$ cat src/rtl/alu_div_if.sv
// Start/done handshake bundle between execute-stage control and the sequential divider.
interface alu_div_if #(
  parameter int WIDTH = 16
);
  logic             start;
  logic             sign;
  logic [WIDTH-1:0] A;
  logic [WIDTH-1:0] B;
  logic             busy;
  logic             done;
  logic [WIDTH-1:0] Q;
  logic [WIDTH-1:0] R;
  logic             Ofl;
  logic             Z;
  logic             dz;

  modport master (
    output start, sign, A, B,
    input  busy, done, Q, R, Ofl, Z, dz
  );

  modport slave (
    input  start, sign, A, B,
    output busy, done, Q, R, Ofl, Z, dz
  );
endinterface

$ cat src/rtl/alu_div_seq.sv
// Iterative restoring divider, signed/unsigned, start/done handshake, 18-cycle latency.
// Optional ALU_DIV_EARLY_EXIT_EN: finish in one cycle when |A| < |B|.
module alu_div_seq #(
  parameter int WIDTH = 16
) (
  input  logic      clk,
  input  logic      rst_n,
  alu_div_if.slave  div_if
);
  localparam int               CW      = $clog2(WIDTH) + 1;
  localparam logic [WIDTH-1:0] ONE     = WIDTH'(1);
  localparam logic [WIDTH-1:0] MIN_NEG = {1'b1, {(WIDTH-1){1'b0}}};
  localparam logic [CW-1:0]    LAST    = CW'(WIDTH);

  typedef enum logic [1:0] {S_IDLE, S_CALC, S_FIXUP, S_DONE} state_e;

  state_e           state_q, state_d;
  logic             sign_q, sign_d;
  logic             a_neg_q, a_neg_d;
  logic             b_neg_q, b_neg_d;
  logic             ofl_pend_q, ofl_pend_d;
  logic [WIDTH-1:0] rem_q, rem_d;
  logic [WIDTH-1:0] dvd_q, dvd_d;
  logic [WIDTH-1:0] div_q, div_d;
  logic [CW-1:0]    cnt_q, cnt_d;
  logic [WIDTH-1:0] q_q, q_d;
  logic [WIDTH-1:0] r_q, r_d;
  logic             ofl_q, ofl_d;
  logic             z_q, z_d;
  logic             dz_q, dz_d;

  logic             a_neg_in, b_neg_in;
  logic [WIDTH-1:0] a_mag, b_mag;
  logic [WIDTH:0]   shifted, trial;

  assign a_neg_in = div_if.sign & div_if.A[WIDTH-1];
  assign b_neg_in = div_if.sign & div_if.B[WIDTH-1];
  assign a_mag    = a_neg_in ? (~div_if.A + ONE) : div_if.A;
  assign b_mag    = b_neg_in ? (~div_if.B + ONE) : div_if.B;

  // Partial remainder is kept below the divisor, so the extra top bit only matters during the trial.
  assign shifted  = {rem_q, dvd_q[WIDTH-1]};
  assign trial    = shifted - {1'b0, div_q};

  always_comb begin
    // NOTE: every next-state value defaults to its current value first, so no path infers a latch.
    state_d    = state_q;
    sign_d     = sign_q;
    a_neg_d    = a_neg_q;
    b_neg_d    = b_neg_q;
    ofl_pend_d = ofl_pend_q;
    rem_d      = rem_q;
    dvd_d      = dvd_q;
    div_d      = div_q;
    cnt_d      = cnt_q;
    q_d        = q_q;
    r_d        = r_q;
    ofl_d      = ofl_q;
    z_d        = z_q;
    dz_d       = dz_q;

    unique case (state_q)
      S_IDLE: begin
        if (div_if.start) begin
          sign_d     = div_if.sign;
          a_neg_d    = a_neg_in;
          b_neg_d    = b_neg_in;
          dvd_d      = a_mag;
          div_d      = b_mag;
          rem_d      = '0;
          cnt_d      = '0;
          ofl_pend_d = div_if.sign && (div_if.A == MIN_NEG) && (div_if.B == '1);
          if (div_if.B == '0) begin
            state_d = S_DONE;
            q_d     = '1;
            r_d     = div_if.A;
            z_d     = 1'b0;
            ofl_d   = 1'b0;
            dz_d    = 1'b1;
          end
`ifdef ALU_DIV_EARLY_EXIT_EN
          else if (a_mag < b_mag) begin
            state_d = S_DONE;
            q_d     = '0;
            r_d     = div_if.A;
            z_d     = 1'b1;
            ofl_d   = 1'b0;
            dz_d    = 1'b0;
          end
`endif
          else begin
            state_d = S_CALC;
          end
        end
      end

      S_CALC: begin
        rem_d = trial[WIDTH] ? shifted[WIDTH-1:0] : trial[WIDTH-1:0];
        dvd_d = {dvd_q[WIDTH-2:0], ~trial[WIDTH]};
        cnt_d = cnt_q + CW'(1);
        if (cnt_d == LAST) state_d = S_FIXUP;
      end

      S_FIXUP: begin
        // min_neg / -1 needs no special data path: |A|/|B| = min_neg with equal signs.
        q_d     = (sign_q && (a_neg_q ^ b_neg_q)) ? (~dvd_q + ONE) : dvd_q;
        r_d     = a_neg_q ? (~rem_q + ONE) : rem_q;
        z_d     = (q_d == '0);
        ofl_d   = ofl_pend_q;
        dz_d    = 1'b0;
        state_d = S_DONE;
      end

      S_DONE: state_d = S_IDLE;

      default: state_d = S_IDLE;
    endcase
  end

  always_ff @(posedge clk or negedge rst_n) begin
    if (!rst_n) begin
      state_q    <= S_IDLE;
      sign_q     <= 1'b0;
      a_neg_q    <= 1'b0;
      b_neg_q    <= 1'b0;
      ofl_pend_q <= 1'b0;
      rem_q      <= '0;
      dvd_q      <= '0;
      div_q      <= '0;
      cnt_q      <= '0;
      q_q        <= '0;
      r_q        <= '0;
      ofl_q      <= 1'b0;
      z_q        <= 1'b1;
      dz_q       <= 1'b0;
    end else begin
      // NOTE: non-blocking assignments so every register samples pre-edge values.
      state_q    <= state_d;
      sign_q     <= sign_d;
      a_neg_q    <= a_neg_d;
      b_neg_q    <= b_neg_d;
      ofl_pend_q <= ofl_pend_d;
      rem_q      <= rem_d;
      dvd_q      <= dvd_d;
      div_q      <= div_d;
      cnt_q      <= cnt_d;
      q_q        <= q_d;
      r_q        <= r_d;
      ofl_q      <= ofl_d;
      z_q        <= z_d;
      dz_q       <= dz_d;
    end
  end

  assign div_if.busy = (state_q == S_CALC) || (state_q == S_FIXUP);
  assign div_if.done = (state_q == S_DONE);
  assign div_if.Q    = q_q;
  assign div_if.R    = r_q;
  assign div_if.Ofl  = ofl_q;
  assign div_if.Z    = z_q;
  assign div_if.dz   = dz_q;
endmodule

$ cat src/flat_wrapper.sv
// flat-port wrapper written by rule: the top's interface ports become plain ports
module alu_div_seq_flat 
#(
  parameter int WIDTH = 16
)
  (clk, rst_n, div_if_start, div_if_sign, div_if_A, div_if_B, div_if_busy, div_if_done, div_if_Q, div_if_R, div_if_Ofl, div_if_Z, div_if_dz);
  alu_div_if #(.WIDTH(WIDTH)) div_if_i ();
  input  logic clk;
  input  logic rst_n;
  input wire logic [$bits(div_if_i.start)-1:0] div_if_start;
  input wire logic [$bits(div_if_i.sign)-1:0] div_if_sign;
  input wire logic [$bits(div_if_i.A)-1:0] div_if_A;
  input wire logic [$bits(div_if_i.B)-1:0] div_if_B;
  output wire logic [$bits(div_if_i.busy)-1:0] div_if_busy;
  output wire logic [$bits(div_if_i.done)-1:0] div_if_done;
  output wire logic [$bits(div_if_i.Q)-1:0] div_if_Q;
  output wire logic [$bits(div_if_i.R)-1:0] div_if_R;
  output wire logic [$bits(div_if_i.Ofl)-1:0] div_if_Ofl;
  output wire logic [$bits(div_if_i.Z)-1:0] div_if_Z;
  output wire logic [$bits(div_if_i.dz)-1:0] div_if_dz;
  assign div_if_i.start = div_if_start;
  assign div_if_i.sign = div_if_sign;
  assign div_if_i.A = div_if_A;
  assign div_if_i.B = div_if_B;
  assign div_if_busy = div_if_i.busy;
  assign div_if_done = div_if_i.done;
  assign div_if_Q = div_if_i.Q;
  assign div_if_R = div_if_i.R;
  assign div_if_Ofl = div_if_i.Ofl;
  assign div_if_Z = div_if_i.Z;
  assign div_if_dz = div_if_i.dz;
  alu_div_seq #(.WIDTH(WIDTH)) u_core (.clk(clk), .rst_n(rst_n), .div_if(div_if_i));
endmodule
$ cat config.mk
export PLATFORM = sky130hd
export DESIGN_NAME = alu_div_seq_flat
export DESIGN_NICKNAME = d
export VERILOG_FILES = /design/src/rtl/alu_div_if.sv /design/src/rtl/alu_div_seq.sv /design/src/flat_wrapper.sv
export SDC_FILE = /design/constraint.sdc
export NUM_CORES = 1
export LEC_CHECK = 0
export CAP_MARGIN = 30
export CORE_AREA = 2 2 134 136
export CTS_CLUSTER_DIAMETER = 120
export DETAILED_ROUTE_END_ITERATION = 16
export DIE_AREA = 0 0 136 138
export SYNTH_ARGS = -nofsm -noshare
export SYNTH_HDL_FRONTEND = slang
export SYNTH_SLANG_ARGS = --single-unit
$ cat constraint.sdc
create_clock -name clk -period 5.95 [get_ports clk]
set_input_delay 1.19 -clock clk [delete_from_list [all_inputs] [get_ports clk]]
set_output_delay 1.19 -clock clk [all_outputs]
set_load 0.03 [all_outputs]
==> summary.txt <==
Worst setup path
  • Crit path DAT: 3.94 ns
  • CP Capture Type: register
  • CP startpoint kind: primary input
  • Max FO, Critical Path: 25
  • Critical path required time: slightly above 6 ns
  • Worst Setup Path Type: in -> reg

Drt
  • Final WL: roughly 18000 um
  • Drt pass-1 iters: 5
  • Via count of the routed design: 5752
  • DRT antenna net count: 0
  • Initial DRC count: 457
  • DRC viols: 0
  • WL/cell: 16.71 um
  • Vias/cell: between 5 and 6

Clock network
  • Clock root cell: clkbuf_16
  • TritonCTS Buffers: 9
  • CTS resizes: 0
  • Postcts setup bufs: 0
  • Cts hold-fix bufs: 0
  • CTS tree: done
  • Clock Latency Late Sink: around 0.36 ns
  • H-Tree Depth: 3
  • CTS clock-pin slew for the worst setup and hold paths: 0.07 ns
  • Clock buffer depth: 2
  • Clk sinks: 94

Global route
  • First-pass GRT wire length: 29040 um
  • Largest net degree at the start of global routing: 67
  • Initial antenna violation count: 0
  • Vias in the first global route: between 5000 and 6000
  • Total global-route track usage: 0.1959
  • GRT overflow: 0

STA
  • Setup Viol. Count Final: 0
  • Worst-Margin Slew: about 0.95 ns
  • TNS Setup: 0 ns
  • PnR worst setup slack: roughly 2.2 ns
  • Post-Route Skew: 0.01087 ns
  • Fin crit period: 3.745 ns
  • RSZ-0062 raised after global routing: no
  • Slew headroom: 0.3657
  • Hold Vio Cnt, Final: 0
  • Pins Over Slew Limit: 0
  • Achievable clock frequency: 267.1 MHz
  • Hold_ws: about 0.48 ns
  • Tcrit/Tclk final: 0.6293

Finish
  • ANT cells: 0
  • Area Overhead vs Synth: 18.20%
  • Fillers: between 1500 and 2000
  • Final nets: between 800 and 900
  • Share of layout cells above drive strength 1: 0.04790

Logic synthesis
  • Sequential-to-total area share from yosys stat: 0.3626
  • Most instantiated cells after synthesis: nand2_1 (117), dfrtp_1 (93), o21ai_0 (71)
  • Seq cells post-synth: 94
  • Primary FF master, synth: dfrtp_1
  • Most common cell in the netlist: nand2_1
  • Post-Synthesis Cells: between 700 and 800
  • EDFF count, synth: 0
  • Syn Area/Cell: between 8 and 9 sq um
  • Area fraction of the dominant cell type after synthesis: 0.3585
  • Synthesis Warnings: 0
  • Post-Syn Nets: around 850
  • Number of distinct library cells after synthesis: 70
  • Mapped Area: around 6500 sq um
  • Async set-reset flop share out of synthesis: 1.000
  • Synth top area cells: dfrtp_1 (36%), nand2_1 (6.8%), o21ai_0 (5.5%)
  • Yosys top cell by area: dfrtp_1

Floorplan
  • DIE AREA: 18770 sq um
  • Row count: 49
  • Die H: around 140 um
  • Core Area: around 18000 sq um
  • Initial core utilization: 0.3702
  • Die width: approximately 140 um
  • IO Pins: 73

Place
  • Dpl hpwl: about 14000 um
  • Gpl congestion: 0.8944
  • Place WS: roughly 1.9 ns
  • PortBufs: 72

Power
  • PwrDens: between 500 and 600 nW/um^2
  • Max rail drop VDD: roughly 0.18 mV
  • LEAKAGE: about 3.1 nW

Outcome
  • Outcome: finished, final reports clean

Job
  • Max_cap viols: 0

Min path
  • HP Class: reg -> reg
## kinds of logic (layout without fill, tap and decap cells)
group / Yosys count / after routing / share of synthesized area
and+or+nand+nor: 264 / 264 / 0.1918
AOI/OAI and AO/OA: 240 / 240 / 0.2307
DFF: 94 / 94 / 0.3626
buffers and inverters: 76 / 129 / 0.04877
xor gates and xnor gates: 64 / 64 / 0.08635
adders and majority gates: 27 / 27 / 0.05320
muxes: 17 / 17 / 0.02660
## cells in the final DEF, fill, tap and decap left out, drive strengths merged, types with 6 or more instances in the layout
cell             n
xnor2           29
a21o             9
nand3           12
nand2b          11
o211ai          20
nor3            13
ha              26
nand2          117
dfrtp           93
nor2            60
buf              7
or4              6
nand4            6
a31oi           10
nor4             6
clkdlybuf4s50   71
o21ai           83
o31a             7
clkbuf          10
xor2            35
inv             36
a21oi           61
o31ai           13
mux2i           15
## state kept, by name, indices dropped and copies added (netlist names)
| register | cells |
|---|---|
| u_core.a_neg_q | 1 |
| u_core.b_neg_q | 1 |
| u_core.cnt_q | 5 |
| u_core.div_if.Ofl | 1 |
| u_core.div_if.Q | 16 |
| u_core.div_if.R | 16 |
| u_core.div_if.Z | 1 |
| u_core.div_if.dz | 1 |
| u_core.div_q | 16 |
| u_core.dvd_q | 16 |
| u_core.ofl_pend_q | 1 |
| u_core.rem_q | 16 |
| u_core.sign_q | 1 |
| u_core.state_q | 2 |
## per-stage QoR
step	cell area, sq um	power (W)	util	cells
floorplan	6491	0.003040	-	782
global placement	7372	0.003750	0.4204	1048
detailed placement	7372	0.003771	0.4204	1048
CTS	7672	0.004379	0.4376	1064
global route	7672	0.004761	0.4376	1064
finish	7672	0.004356	0.4376	1064
## routing by layer
layer / vias up / wire (um) / GRT usage
met1: 2714 / 8207 / 0.2675
li1: 2878 / - / -
met2: 142 / 8472 / 0.3158
met5: - / 0 / 0
met3: 18 / 790 / 0.04254
met4: 0 / 310 / 0.04879
## critical path: stages
cell             delay [ns]
clkdlybuf4s50_1        0.49
or4_4                  0.60
nor4b_4                0.46
a21oi_2                0.09
buf_4                  0.23
nor2_2                 0.64
a222oi_1               0.23
## layout make-up
type	instances	area (sq um)	area share
inverters	35	131.4	0.01712
repair buffers	78	763.2	0.09948
clock inverters	6	71.32	0.009295
well taps	229	286.5	0.03735
multi-input cells	612	3837	0.5002
clock buffers	10	229.0	0.02984
flip-flops and latches	94	2354	0.3068
## power breakdown
| group | switching (W) | leakage [nW] | internal, W | total (W) |
|---|---|---|---|---|
| Sequential | 0.000307 | 1.13 | 0.000900 | 0.00121 |
| Combinational | 0.00155 | 1.83 | 0.00101 | 0.00255 |
| Clock | 0.000266 | 0.139 | 0.000329 | 0.000595 |
| Total | 0.00212 | 3.11 | 0.00224 | 0.00436 |
## path summary, 6_finish.rpt
check / startpoint / to / slack [ns] / cells after the start
worst max register to register: u_core.state_q[0]$_DFFE_PN0P_ / u_core.div_if.R[13]$_DFFE_PN0P_ / 2.63 / 8
worst min-delay path: u_core.div_q[2]$_DFFE_PN0P_ / u_core.div_q[2]$_DFFE_PN0P_ / 0.48 / 2
max in group asynchronous: rst_n / u_core.div_q[3]$_DFFE_PN0P_ / 4.02 / 2
worst max-delay path: div_if_B[8] / u_core.div_if.R[13]$_DFFE_PN0P_ / 2.21 / 7
min in group asynchronous: rst_n / u_core.div_if.Q[13]$_DFFE_PN0P_ / 0.75 / 1
worst min register to register: u_core.div_q[2]$_DFFE_PN0P_ / u_core.div_q[2]$_DFFE_PN0P_ / 0.48 / 2
Note: power is estimated with default switching activity, not from simulation.
